==> config.mk <==
export PLATFORM = sky130hd
export DESIGN_NAME = line_burst_adaptor
export DESIGN_NICKNAME = d
export VERILOG_FILES = /design/src/rtl/line_burst_adaptor.sv
export SDC_FILE = /design/constraint.sdc
export NUM_CORES = 1
export LEC_CHECK = 0
export ABC_AREA = 1
export CELL_PAD_IN_SITES_DETAIL_PLACEMENT = 0
export CELL_PAD_IN_SITES_GLOBAL_PLACEMENT = 1
export CORE_ASPECT_RATIO = 2
export CORE_MARGIN = 8
export CORE_UTILIZATION = 32
export DETAILED_ROUTE_END_ITERATION = 8
export PLACE_DENSITY_LB_ADDON = 0.1
export SLEW_MARGIN = 20
export SYNTH_ARGS = -nofsm -noshare
export SYNTH_HDL_FRONTEND = slang
export SYNTH_SLANG_ARGS = --single-unit
==> constraint.sdc <==
create_clock -name clk -period 2.2 [get_ports clk]
set_input_delay 0.22 -clock clk [delete_from_list [all_inputs] [get_ports clk]]
set_output_delay 0.22 -clock clk [all_outputs]
set_load 0.05 [all_outputs]
==> src/rtl/line_burst_adaptor.sv <==
// Cache-line to memory-burst adaptor: one LINE_W line moves as BEATS beats of BURST_W.
// Optional build macro LINE_ADAPTOR_POSTED_WRITE_EN acknowledges writes in the first WRITE cycle.
module line_burst_adaptor #(
  parameter int LINE_W  = 256,
  parameter int BURST_W = 64
) (
  input  logic               clk,
  input  logic               rst,
  input  logic [31:0]        line_address,
  input  logic               line_read,
  input  logic               line_write,
  input  logic [LINE_W-1:0]  line_wdata,
  output logic [LINE_W-1:0]  line_rdata,
  output logic               line_resp,
  output logic [31:0]        mem_address,
  output logic               mem_read,
  output logic               mem_write,
  output logic [BURST_W-1:0] burst_o,
  input  logic [BURST_W-1:0] burst_i,
  input  logic               mem_resp_i
);

  localparam int BEATS = LINE_W / BURST_W;
  localparam int CNT_W = (BEATS > 1) ? $clog2(BEATS) : 1;
  localparam logic [CNT_W-1:0] LAST_BEAT = CNT_W'(BEATS - 1);

  localparam logic [1:0] ST_IDLE  = 2'd0;
  localparam logic [1:0] ST_READ  = 2'd1;
  localparam logic [1:0] ST_WRITE = 2'd2;
  localparam logic [1:0] ST_DONE  = 2'd3;

`ifdef LINE_ADAPTOR_POSTED_WRITE_EN
  localparam logic POSTED_WR = 1'b1;
`else
  localparam logic POSTED_WR = 1'b0;
`endif

  logic [1:0]         state_q,     state_d;
  logic [CNT_W-1:0]   cnt_q,       cnt_d;
  logic [31:0]        addr_q,      addr_d;
  logic [LINE_W-1:0]  wdata_q,     wdata_d;
  logic [LINE_W-1:0]  rdata_q,     rdata_d;
  logic               resp_q,      resp_d;
  logic               mem_read_q,  mem_read_d;
  logic               mem_write_q, mem_write_d;
  logic [BURST_W-1:0] burst_q,     burst_d;

  // Lines are 32-byte aligned, so the offset bits never reach memory.
  logic addr_unused_s;
  assign addr_unused_s = ^line_address[4:0];

  // Sequencing: accept a request in IDLE, move one beat per strobe, retire in DONE.
  always_comb begin
    state_d = state_q;
    cnt_d   = cnt_q;
    addr_d  = addr_q;
    wdata_d = wdata_q;
    rdata_d = rdata_q;
    resp_d  = 1'b0;
    case (state_q)
      ST_IDLE: begin
        if (line_write) begin
          state_d = ST_WRITE;
          addr_d  = {line_address[31:5], 5'b00000};
          wdata_d = line_wdata;
          cnt_d   = '0;
          resp_d  = POSTED_WR;
        end else if (line_read) begin
          state_d = ST_READ;
          addr_d  = {line_address[31:5], 5'b00000};
          wdata_d = line_wdata;
          cnt_d   = '0;
        end else begin
          state_d = ST_IDLE;
        end
      end
      ST_READ: begin
        if (mem_resp_i) begin
          rdata_d[int'(cnt_q)*BURST_W +: BURST_W] = burst_i;
          if (cnt_q == LAST_BEAT) begin
            state_d = ST_DONE;
            resp_d  = 1'b1;
          end else begin
            cnt_d = cnt_q + CNT_W'(1);
          end
        end else begin
          state_d = ST_READ;
        end
      end
      ST_WRITE: begin
        if (mem_resp_i) begin
          if (cnt_q == LAST_BEAT) begin
            state_d = ST_DONE;
            resp_d  = ~POSTED_WR;
          end else begin
            cnt_d = cnt_q + CNT_W'(1);
          end
        end else begin
          state_d = ST_WRITE;
        end
      end
      ST_DONE: begin
        // Requests still held here are ignored; IDLE re-samples them next cycle.
        state_d = ST_IDLE;
        cnt_d   = '0;
      end
      default: begin
        state_d = ST_IDLE;
        cnt_d   = '0;
      end
    endcase
  end

  // Registered memory-side strobes and the write beat, derived from the next state.
  always_comb begin
    mem_read_d  = (state_d == ST_READ);
    mem_write_d = (state_d == ST_WRITE);
    if (state_d == ST_WRITE) begin
      burst_d = wdata_d[int'(cnt_d)*BURST_W +: BURST_W];
    end else begin
      burst_d = '0;
    end
  end

  // State and output registers with asynchronous active-low clear.
  always_ff @(posedge clk or negedge rst) begin
    if (!rst) begin
      state_q     <= ST_IDLE;
      cnt_q       <= '0;
      addr_q      <= 32'h0000_0000;
      wdata_q     <= '0;
      rdata_q     <= '0;
      resp_q      <= 1'b0;
      mem_read_q  <= 1'b0;
      mem_write_q <= 1'b0;
      burst_q     <= '0;
    end else begin
      state_q     <= state_d;
      cnt_q       <= cnt_d;
      addr_q      <= addr_d;
      wdata_q     <= wdata_d;
      rdata_q     <= rdata_d;
      resp_q      <= resp_d;
      mem_read_q  <= mem_read_d;
      mem_write_q <= mem_write_d;
      burst_q     <= burst_d;
    end
  end

  assign line_rdata  = rdata_q;
  assign line_resp   = resp_q;
  assign mem_address = addr_q;
  assign mem_read    = mem_read_q;
  assign mem_write   = mem_write_q;
  assign burst_o     = burst_q;

endmodule

==> results of run 1 <==
[through the flow]
stage / instance area, sq um / std cells
floorplan: 28100 / 3648
global placement: 37200 / 5399
detailed placement: 37200 / 5399
CTS: 39200 / 5509
global route: 39300 / 5516
finish: 39300 / 5539
[cells by family after synthesis]
| kind of cell | Yosys count | share of synthesized area, % |
|---|---|---|
| buffers and inverters | 990 | 13.8 |
| flip-flops | 610 | 54.4 |
| AO/OA/AOI/OAI | 460 | 8.28 |
| other | 1 | 0.0134 |
| adder cells (fa/ha/maj) | 11 | 0.491 |
| AND/OR/NAND/NOR | 1572 | 23.1 |
[area by class of cell]
| cell class | count | area (sq um) | share of cell area [%] |
|---|---|---|---|
| multi-input combinational | 2048 | 9040 | 23.0 |
| clock buffer | 90 | 1790 | 4.54 |
| clock inverter | 19 | 188 | 0.477 |
| sequential | 610 | 15300 | 38.8 |
| tap | 1162 | 1450 | 3.70 |
| timing repair buffer | 828 | 8690 | 22.1 |
| antenna | 27 | 67.6 | 0.172 |
| inverter | 755 | 2840 | 7.22 |
[layer usage]
layer | vias up | GRT usage, % | wire length, um | share of wire [%]
li1 | 12300 | - | - | -
met3 | 135 | 11.0 | 12600 | 11
met5 | - | 0 | 281 | 0.24
met2 | 777 | 36.5 | 53100 | 46
met4 | 44 | 4.74 | 1920 | 1.7
met1 | 12000 | 28.4 | 48000 | 41
[sequential cells by signal, summed over array words and instances (netlist names)]
| register | cells |
|---|---|
| mem_read | 1 |
| state_q | 2 |
| mem_address | 27 |
| mem_write | 1 |
| cnt_q | 2 |
| burst_o | 64 |
| line_resp | 1 |
| line_rdata | 256 |
| wdata_q | 256 |
[Yosys cell counts]
| cell | count |
|---|---|
| nand2_4 | 1 |
| nor2_1 | 14 |
| clkbuf_1 | 126 |
| o21ai_2 | 2 |
| nand4_1 | 128 |
| nand2_1 | 1237 |
| o21ai_0 | 356 |
| ha_1 | 11 |
| o21ai_1 | 33 |
| inv_2 | 3 |
| inv_1 | 752 |
| nand3_1 | 191 |
| a21oi_2 | 2 |
| clkbuf_2 | 1 |
| conb_1 | 1 |
| a21oi_1 | 65 |
| buf_2 | 93 |
| dfrtp_1 | 610 |
| buf_4 | 7 |
| o211ai_1 | 1 |
| nor2_2 | 1 |
| o21bai_1 | 1 |
| buf_1 | 8 |
[power groups by stage]
| stage | Clock [mW] | Sequential (mW) | Combinational (mW) |
|---|---|---|---|
| detailed placement | 0 | 16.4 | 27.5 |
| global placement | 0 | 16.3 | 27.4 |
| CTS | 11.0 | 16.2 | 27.6 |
| finish | 10.6 | 16.2 | 27.3 |
| floorplan | 0 | 20.7 | 12.3 |
| global route | 11.3 | 16.5 | 30.2 |
[worst min path at each step]
stage	from	end	slack (ns)	depth (start not counted)
finish	rst	wdata_q[122]$_DFF_PN0_	0.1	2
global route	rst	wdata_q[122]$_DFF_PN0_	0.1	2
CTS	line_address[29]	mem_address[29]$_DFFE_PN0P_	0.07	3
detailed placement	rst	mem_address[9]$_DFFE_PN0P_	0.16	1
global placement	rst	mem_address[9]$_DFFE_PN0P_	0.17	1
floorplan	rst	burst_o[0]$_DFF_PN0_	-0.08	0
[timing repair]
item	CTS	global route
endpoints found under the hold margin	395	0
gates cloned	0	1
setup buffers	0	1
endpoints found under the setup margin	3	14
pin swaps	0	2
resized for setup	3	2
hold buffers	1	0
==> flow_summary.toml, run 1 <==
[layout]
final_common_cell = "nand2_1"
final_util_pct = 45.3
drive_gt1_share_pct = 5.95
syn_to_final_growth_pct = 40.2
fill_cells = 8902
nets = 4672
mostFrequentLayoutCells = "nand2_1 (1235), inv_1 (748), clkdlybuf4s50_1 (683)"

[route]
initialDrtViolationCount = 1619
drt_pass1_iterations = 5
vias = 25200
drc = 0
antenna_left = 0
wire_per_inst_um = 20.9
viasPerCell = 4.56
totalWireLength_um = 116000

[synthesis]
synth_seq_area_share_pct = 54.4
yosysTopAreaCell = "dfrtp_1"
synth_top_area_share_pct = 54.4
synth_area_per_cell_sq_um = 7.70
syn_inst = 3644
yosys-top-cells-area = "dfrtp_1 (54%), nand2_1 (17%), inv_1 (10%)"
yosysWarningCount = 0
ys_seq_elements = 610
synth_cell_type_count = 23
synth_area_sq_um = 28100

[setup_path]
worstPathRequired_ns = 1.98
cp_num_cells = 1
cp_max_fo = 2
critPathKind = "flop to output port"
critPathArrivalTime_ns = 1.91
rr_endpoint = "burst_o[8]$_DFF_PN0_"
crit_chain = "clkdlybuf4s50_1"
cp_top_family = "buffers and inverters"
critPathLaunch = "line_rdata[35]$_DFFE_PN0P_"
crit_end = "line_rdata[35]"
r2r_cells = 10
critPathSlowestCell = "clkdlybuf4s50_1"
start_kind = "flop"
end_kind = "output port"
path_buf_inv = 1
rrSetupSlack_ns = 0.16
slowest_delay_ns = 0.92
reg2reg_from = "cnt_q[0]$_DFF_PN0_"

[power_and_ir_drop]
leakagePower_nw = 21.0
pwr_density_cell_nw_per_um2 = 1370
power_frac_clock_pct = 19.6
peakVddDrop_v = 0.000854
p_sw_share_pct = 45.2
power.internal_mw = 29.6
p_seq_share_pct = 29.9
netSwitchingPower_mw = 24.4
power_frac_comb_pct = 50.5
p_total_mw = 54.1

[global_routing]
overflow = 0
grt_pass1_wl_um = 172000
grt_max_degree = 133
grt.total_usage_pct = 23.1
grt_pass1_vias = 25500
antenna_found_initial = 51

[placement]
portBuffers = 701
globalplace.congestion = 0.795
dp_hpwl_um = 83000
place_ws_ns = -0.0537

[die]
core_region_area_sq_um = 86900
rows = 153
die_area_sq_um = 98000
die_h_um = 435
pin_count = 712
die_w_um = 225
initial_core_util_pct = 32.3

[sta]
clock.fmax_mhz = 469
maxSlewViolCount = 0
hold_slack_ns = 0.0981
finClkSkew_ns = 0.0155
rsz0062_at_grt = "false"
finalSetupViolations = 0
final_hold_viol_count = 0
setup_ws_ns = 0.0690
relSlewSlack_pct = 27.6
period_share_pct = 96.9
period_needed_ns = 2.13
worstMarginPinSlew_ns = 1.09
tns_ns = 0

[cts]
tritoncts = "done"
clkLatencyLatePin_ns = 0.64
cts_buffers = 61
cts_max_path_buffers = 3
cts_root_buf = "clkbuf_16"
cts.sinks = 610
cts.clk_slew.worst_paths_ns = 0.07
htreeDepth = 2

[status]
outcome = "completed"

[worst_hold_path]
min-delay-path-class = "primary input to async pin"

[job]
maxCapViolCount = 0
(Power assumes the default switching activity.)
==> run 2, diff against run 1 <==
--- a/config.mk
+++ b/config.mk
@@ -10,10 +10,12 @@
 export CELL_PAD_IN_SITES_GLOBAL_PLACEMENT = 1
 export CORE_ASPECT_RATIO = 2
 export CORE_MARGIN = 8
-export CORE_UTILIZATION = 32
+export CORE_UTILIZATION = 41
 export DETAILED_ROUTE_END_ITERATION = 8
+export DONT_BUFFER_PORTS = 1
 export PLACE_DENSITY_LB_ADDON = 0.1
 export SLEW_MARGIN = 20
 export SYNTH_ARGS = -nofsm -noshare
 export SYNTH_HDL_FRONTEND = slang
 export SYNTH_SLANG_ARGS = --single-unit
+export TNS_END_PERCENT = 1
==> flow_summary.toml, run 2 (synthesis results as in run 1) <==
[power_and_ir_drop]
power_frac_comb_pct = 37.4
p_sw_share_pct = 47.2
peakVddDrop_v = 0.00107
p_seq_share_pct = 42.1
netSwitchingPower_mw = 23.9
power_frac_clock_pct = 20.4
power.internal_mw = 26.7
pwr_density_cell_nw_per_um2 = 1440
leakagePower_nw = 19.6

[layout]
fill_cells = 6497
final_common_cell = "nand2_1"
syn_to_final_growth_pct = 25.2
final_util_pct = 51.9
regArea_sq_um = 15300
fin_area_sq_um = 35100
mostFrequentLayoutCells = "nand2_1 (1234), inv_1 (748), dfrtp_1 (609)"
drive_gt1_share_pct = 5.43
multiInputGateArea_sq_um = 9050
nets = 4286

[die]
die_w_um = 201
core_region_area_sq_um = 67700
rows = 135
die_h_um = 386
die_area_sq_um = 77600
pin_count = 712
initial_core_util_pct = 41.4

[route]
initialDrtViolationCount = 1612
viasPerCell = 5.05
totalWireLength_um = 106000
drc = 0
antenna_left = 0
vias = 24600
wire_per_inst_um = 21.6
drt_pass1_iterations = 5

[setup_path]
critPathSlowestCell = "dfrtp_1"
critPathKind = "flop to flop"
slowest_delay_ns = 0.45
cp_max_fo = 64
critPathArrivalTime_ns = 2.64
crit_chain = "inv_1 -> ha_1 -> nand2_1 -> o21ai_0 -> o21ai_4 -> buf_12 -> nand3_1 -> a21oi_1"
worstPathRequired_ns = 2.72
start_kind = "flop"
cp_top_family = "compound AO/OA/AOI/OAI gates"
path_buf_inv = 2
end_kind = "flop"

[sta]
final_hold_viol_count = 160
maxSlewViolCount = 0
clock.fmax_mhz = 473
worstMarginPinSlew_ns = 0.865
period_needed_ns = 2.12
finClkSkew_ns = 0.0189
tns_ns = 0
hold_slack_ns = -0.194
period_share_pct = 96.2
finalSetupViolations = 0
rsz0062_at_grt = "true"
relSlewSlack_pct = 42.3

[job]
maxCapViolCount = 0

[placement]
dp_hpwl_um = 71500
globalplace.congestion = 0.838
portBuffers = 0
dpl_cell_area_sq_um = 29300

[cts]
clkLatencyLatePin_ns = 0.60
cts.sinks = 610
post_cts_buffers = 0
cts_max_path_buffers = 3
tritoncts = "done"
cts_buffers = 56
cts.clk_slew.worst_paths_ns = 0.07
htreeDepth = 2
cts_root_buf = "clkbuf_16"

[global_routing]
grt_pass1_wl_um = 159000
grt_pass1_vias = 25000
grt.total_usage_pct = 26.3
grt_max_degree = 611
antenna_found_initial = 28
overflow = 0

[worst_hold_path]
min-delay-path-class = "primary input to async pin"

[status]
outcome = "complete, but fails checks"
violations = "negative hold slack"
==> run 2: changes by cell type in the layout (fill, tap and decap cells not counted), moves of 3 or more <==
cell	before	now
buf_16	0	5
a21oi_2	2	5
clkbuf_1	14	8
buf_12	58	39
clkdlybuf4s50_1	683	0
a21oi_1	65	62
clkbuf_8	15	18
buf_4	80	44
dlygate4sd3_1	1	355
clkbuf_16	62	59
==> run 2: worst paths after layout <==
path / cells past startpoint / start / slack (ns) / to
max reg2reg: 8 / cnt_q[1]$_DFF_PN0_ / 0.08 / burst_o[57]$_DFF_PN0_
min reg2reg: 2 / line_rdata[213]$_DFFE_PN0P_ / 0.52 / line_rdata[213]$_DFFE_PN0P_
min: 3 / rst / -0.19 / wdata_q[248]$_DFF_PN0_
max in group asynchronous: 6 / rst / 0.37 / wdata_q[5]$_DFF_PN0_
max: 8 / cnt_q[1]$_DFF_PN0_ / 0.08 / burst_o[57]$_DFF_PN0_
min in group clk: 4 / burst_i[33] / 0.06 / line_rdata[225]$_DFFE_PN0P_
==> run 2: repair_timing <==
| item | in CTS | in global routing |
|---|---|---|
| gates resized for setup | 0 | 7 |
| endpoints found under the hold margin | 1210 | 187 |
| setup endpoints to repair | 0 | 179 |
| hold buffers | 354 | 5 |
==> run 2: worst min-delay path, cell delays in order <==
cell and delay [ns]:
buf_12 0.08, buf_12 0.10, buf_16 0.50
==> run 2: final cells by class <==
class / instances / area share, %
clock inverters: 20 / 0.602
well taps: 890 / 3.17
diodes: 25 / 0.178
repair buffers: 447 / 13.9
flip-flops and latches: 610 / 43.5
clock buffers: 83 / 4.85
multi-input cells: 2048 / 25.8
inverters: 755 / 8.08
==> run 2: metrics by stage <==
stage	worst slack (ns)	cells	power [mW]
finish	0.0838	4878	50.6
detailed placement	0.0496	4385	39.4
global route	-0.0827	4865	54.1
floorplan	0.0547	3648	33.0
CTS	0.0102	4842	50.6
global placement	-0.000554	4385	39.0
==> run 2: per-layer routing <==
layer	vias up	track usage [%]	wire [um]
met3	184	9.83	11200
met2	1015	42.1	48600
met1	11900	31.9	41600
met4	8	10.4	4140
li1	11600	-	-
met5	-	0	60
==> run 2: power by group through the flow <==
stage,registers [mW],clock network (mW),logic (mW)
final,21.3,10.3,18.9
after detailed placement,21.6,0,17.9
after global placement,21.5,0,17.6
after floorplan,20.7,0,12.3
after global routing,21.7,11.0,21.5
after CTS,21.4,10.6,18.7
==> run 3, diff against run 2 <==
--- a/config.mk
+++ b/config.mk
@@ -6,6 +6,7 @@
 export NUM_CORES = 1
 export LEC_CHECK = 0
 export ABC_AREA = 1
+export CAP_MARGIN = 25
 export CELL_PAD_IN_SITES_DETAIL_PLACEMENT = 0
 export CELL_PAD_IN_SITES_GLOBAL_PLACEMENT = 1
 export CORE_ASPECT_RATIO = 2
==> results of run 3 <==
The final DEF is identical to that of run 2; final timing and power are the same.
==> patch, RTL diff (config.mk and constraints of run 2) <==
`LINE_W`: 256 -> 128.
--- a/src/rtl/line_burst_adaptor.sv
+++ b/src/rtl/line_burst_adaptor.sv
@@ -2,5 +2,5 @@
 // Optional build macro LINE_ADAPTOR_POSTED_WRITE_EN acknowledges writes in the first WRITE cycle.
 module line_burst_adaptor #(
-  parameter int LINE_W  = 256,
+  parameter int LINE_W  = 128,
   parameter int BURST_W = 64
 ) (
Ports: changed (resized line_rdata and line_wdata); port bits go from 712 to 456. No check against the original RTL was run, so the function may have changed too.
==> patch against run 2 <==
- the flow still finishes with violations (hold timing)
- wire length down 60%
- setup slack improved by 0.16 ns
- synthesized cell count decreased by 57%
- core utilization grew 0.50 points
- area after synthesis down 50%
- clock skew is 0.0047 ns lower
- sequential power down 22%
- hold slack worse by 0.41 ns
- non-clock buffer count decreased by 206
- design area shrank 49%
- sequential cell count decreased by 257
- combinational power fell by 55%
- power shrank 38%
- critical path type unchanged
- largest power group unchanged
==> patch: results (changes against run 2) <==
| Metric | Value |
|---|---|
| Final Hold Viols | `353 (+120%)` |
| DRT iter0 DRCs | `492 (-69%)` |
| Fin cells | `2207 (-55%)` |
| Top post-synthesis cells by area | `dfrtp_1 63%, nand2_1 17%, nand3_1 4.7%` |
| GR Util met1 | `22.64% (-9.3 points)` |
| Crit-path slowest cell | `dlygate4sd3_1` |
| Number of global-route vias before repair | `11090 (-56%)` |
| Clock Latency Late Sink | `0.52 ns (-0.08 ns)` |
| Avg Vias per Cell | `4.820 (-4.6%)` |
| Global Route Usage Sum | `20.26% (-6.1 points)` |
| Initial antenna violation count | `10 (-64%)` |
| Distinct cells, synth | `18 (-22%)` |
| Place WS | `0.3052 ns (+0.2556 ns)` |
| Normalized max-slew margin | `25.59% (-17 points)` |
| Critical Path Max Stage Delay | `0.55 ns (+0.10 ns)` |
| Grt met2 use | `34.89% (-7.3 points)` |
| WP data arrival | `2.36 ns (-0.28 ns)` |
| Hold buffers post-CTS | `223 (-37%)` |
| Dpl cells | `1914 (-56%)` |
| Pleak | `9.458 nW (-52%)` |
| Final net count | `1965 (-54%)` |
| Syn Area/Cell | `9.116 um^2 (+18%)` |
| Post-synth top cells | `657 x nand2_1, 353 x dfrtp_1, 134 x nand3_1` |
| Failing checks | `hold timing` |
| TritonCTS buffer count | `34 (-39%)` |
| Run status | `finished with violations` |
| Critical path's top delay family | `buffers and inverters` |
| Hold WS | `-0.6063 ns (-0.4122 ns)` |
| Final GP Congestion | `0.7727 (-7.8%)` |
| Clock Skews | `0.01416 ns (-0.004701 ns)` |
| Largest net degree at the start of global routing | `354 (-42%)` |
| Maximum vdd drop | `0.9858 mV (-7.7%)` |
| Share of cells above drive strength 1 | `7.688% (+2.3 points)` |
==> patch: cell types whose count changed in the layout (fill, tap and decap cells not counted), moves of 25 or more <==
cell	before	now
nand3_1	191	132
nand4_1	128	0
o21ai_1	33	0
inv_1	748	109
nand2_1	1234	654
dfrtp_1	609	353
mux2_2	0	27
a21oi_1	62	1
dlygate4sd3_1	355	223
buf_12	39	14
o21ai_0	356	128
buf_4	44	4
==> patch: repair_timing <==
item                                    4_1_cts  5_1_grt
endpoints found under the hold margin       642      353
resized for setup                             0        0
endpoints found under the setup margin        0        0
buffers inserted                              0        0
==> patch: kinds of logic after synthesis <==
family / Yosys count / synth area share, %
and+or+nand+nor: 799 / 22.58
other: 1 / 0.02656
AOI/OAI and AO/OA: 129 / 4.572
DFF: 353 / 62.56
buffers and inverters: 236 / 7.762
adders and majority gates: 4 / 0.3544
muxes: 27 / 2.153
==> patch: final timing paths <==
check	cells after the start	from	endpoint	slack, ns
setup reg to reg	10	state_q[1]$_DFF_PN0_	mem_read$_DFF_PN0_	0.24
setup / recovery	10	state_q[1]$_DFF_PN0_	mem_read$_DFF_PN0_	0.24
min in group clk	6	mem_resp_i	state_q[1]$_DFF_PN0_	0.07
max in group asynchronous	0	rst	burst_o[25]$_DFF_PN0_	1.89
hold reg to reg	2	wdata_q[26]$_DFF_PN0_	wdata_q[26]$_DFF_PN0_	0.47
hold / removal	0	rst	line_rdata[115]$_DFFE_PN0P_	-0.61
==> patch: power groups by stage <==
stage	Sequential, mW	Combinational, mW	Clock (mW)
2_1_floorplan	16.2	6.55	0
3_3_place_gp	16.9	8.21	0
3_5_place_dp	16.9	8.37	0
4_1_cts	16.8	8.75	6.19
5_1_grt	17.1	9.93	6.35
6_report	16.7	8.58	5.96
==> patch: through the flow <==
stage / util (%) / instance area, um^2
floorplan: - / 14140
global placement: 42.43 / 14480
detailed placement: 42.43 / 14480
CTS: 52.29 / 17840
global route: 52.34 / 17860
finish: 52.36 / 17860
==> patch: cell type report <==
class,instances,area [um^2]
inverters,138,518.0
clock inverters,8,96.34
flip-flops and latches,353,8833
clock buffers,52,1032
diodes,10,25.02
well taps,441,551.8
fillers,3216,16250
multi-input cells,964,4262
repair buffers,241,2542
==> patch: worst reg2reg max path, delay by kind of cell (launching register included) <==
family                     cells  cell delay [ns]
buffers and inverters          3             0.75
DFF                            1             0.40
and+or+nand+nor                5             0.33
adders and majority gates      1             0.32
AOI/OAI and AO/OA              1             0.04
==> patch: layer usage <==
layer | up-vias | wire length (um)
li1 | 5141 | -
met1 | 5073 | 15560
met2 | 354 | 21600
met3 | 68 | 3518
met4 | 2 | 1360
met5 | - | 13
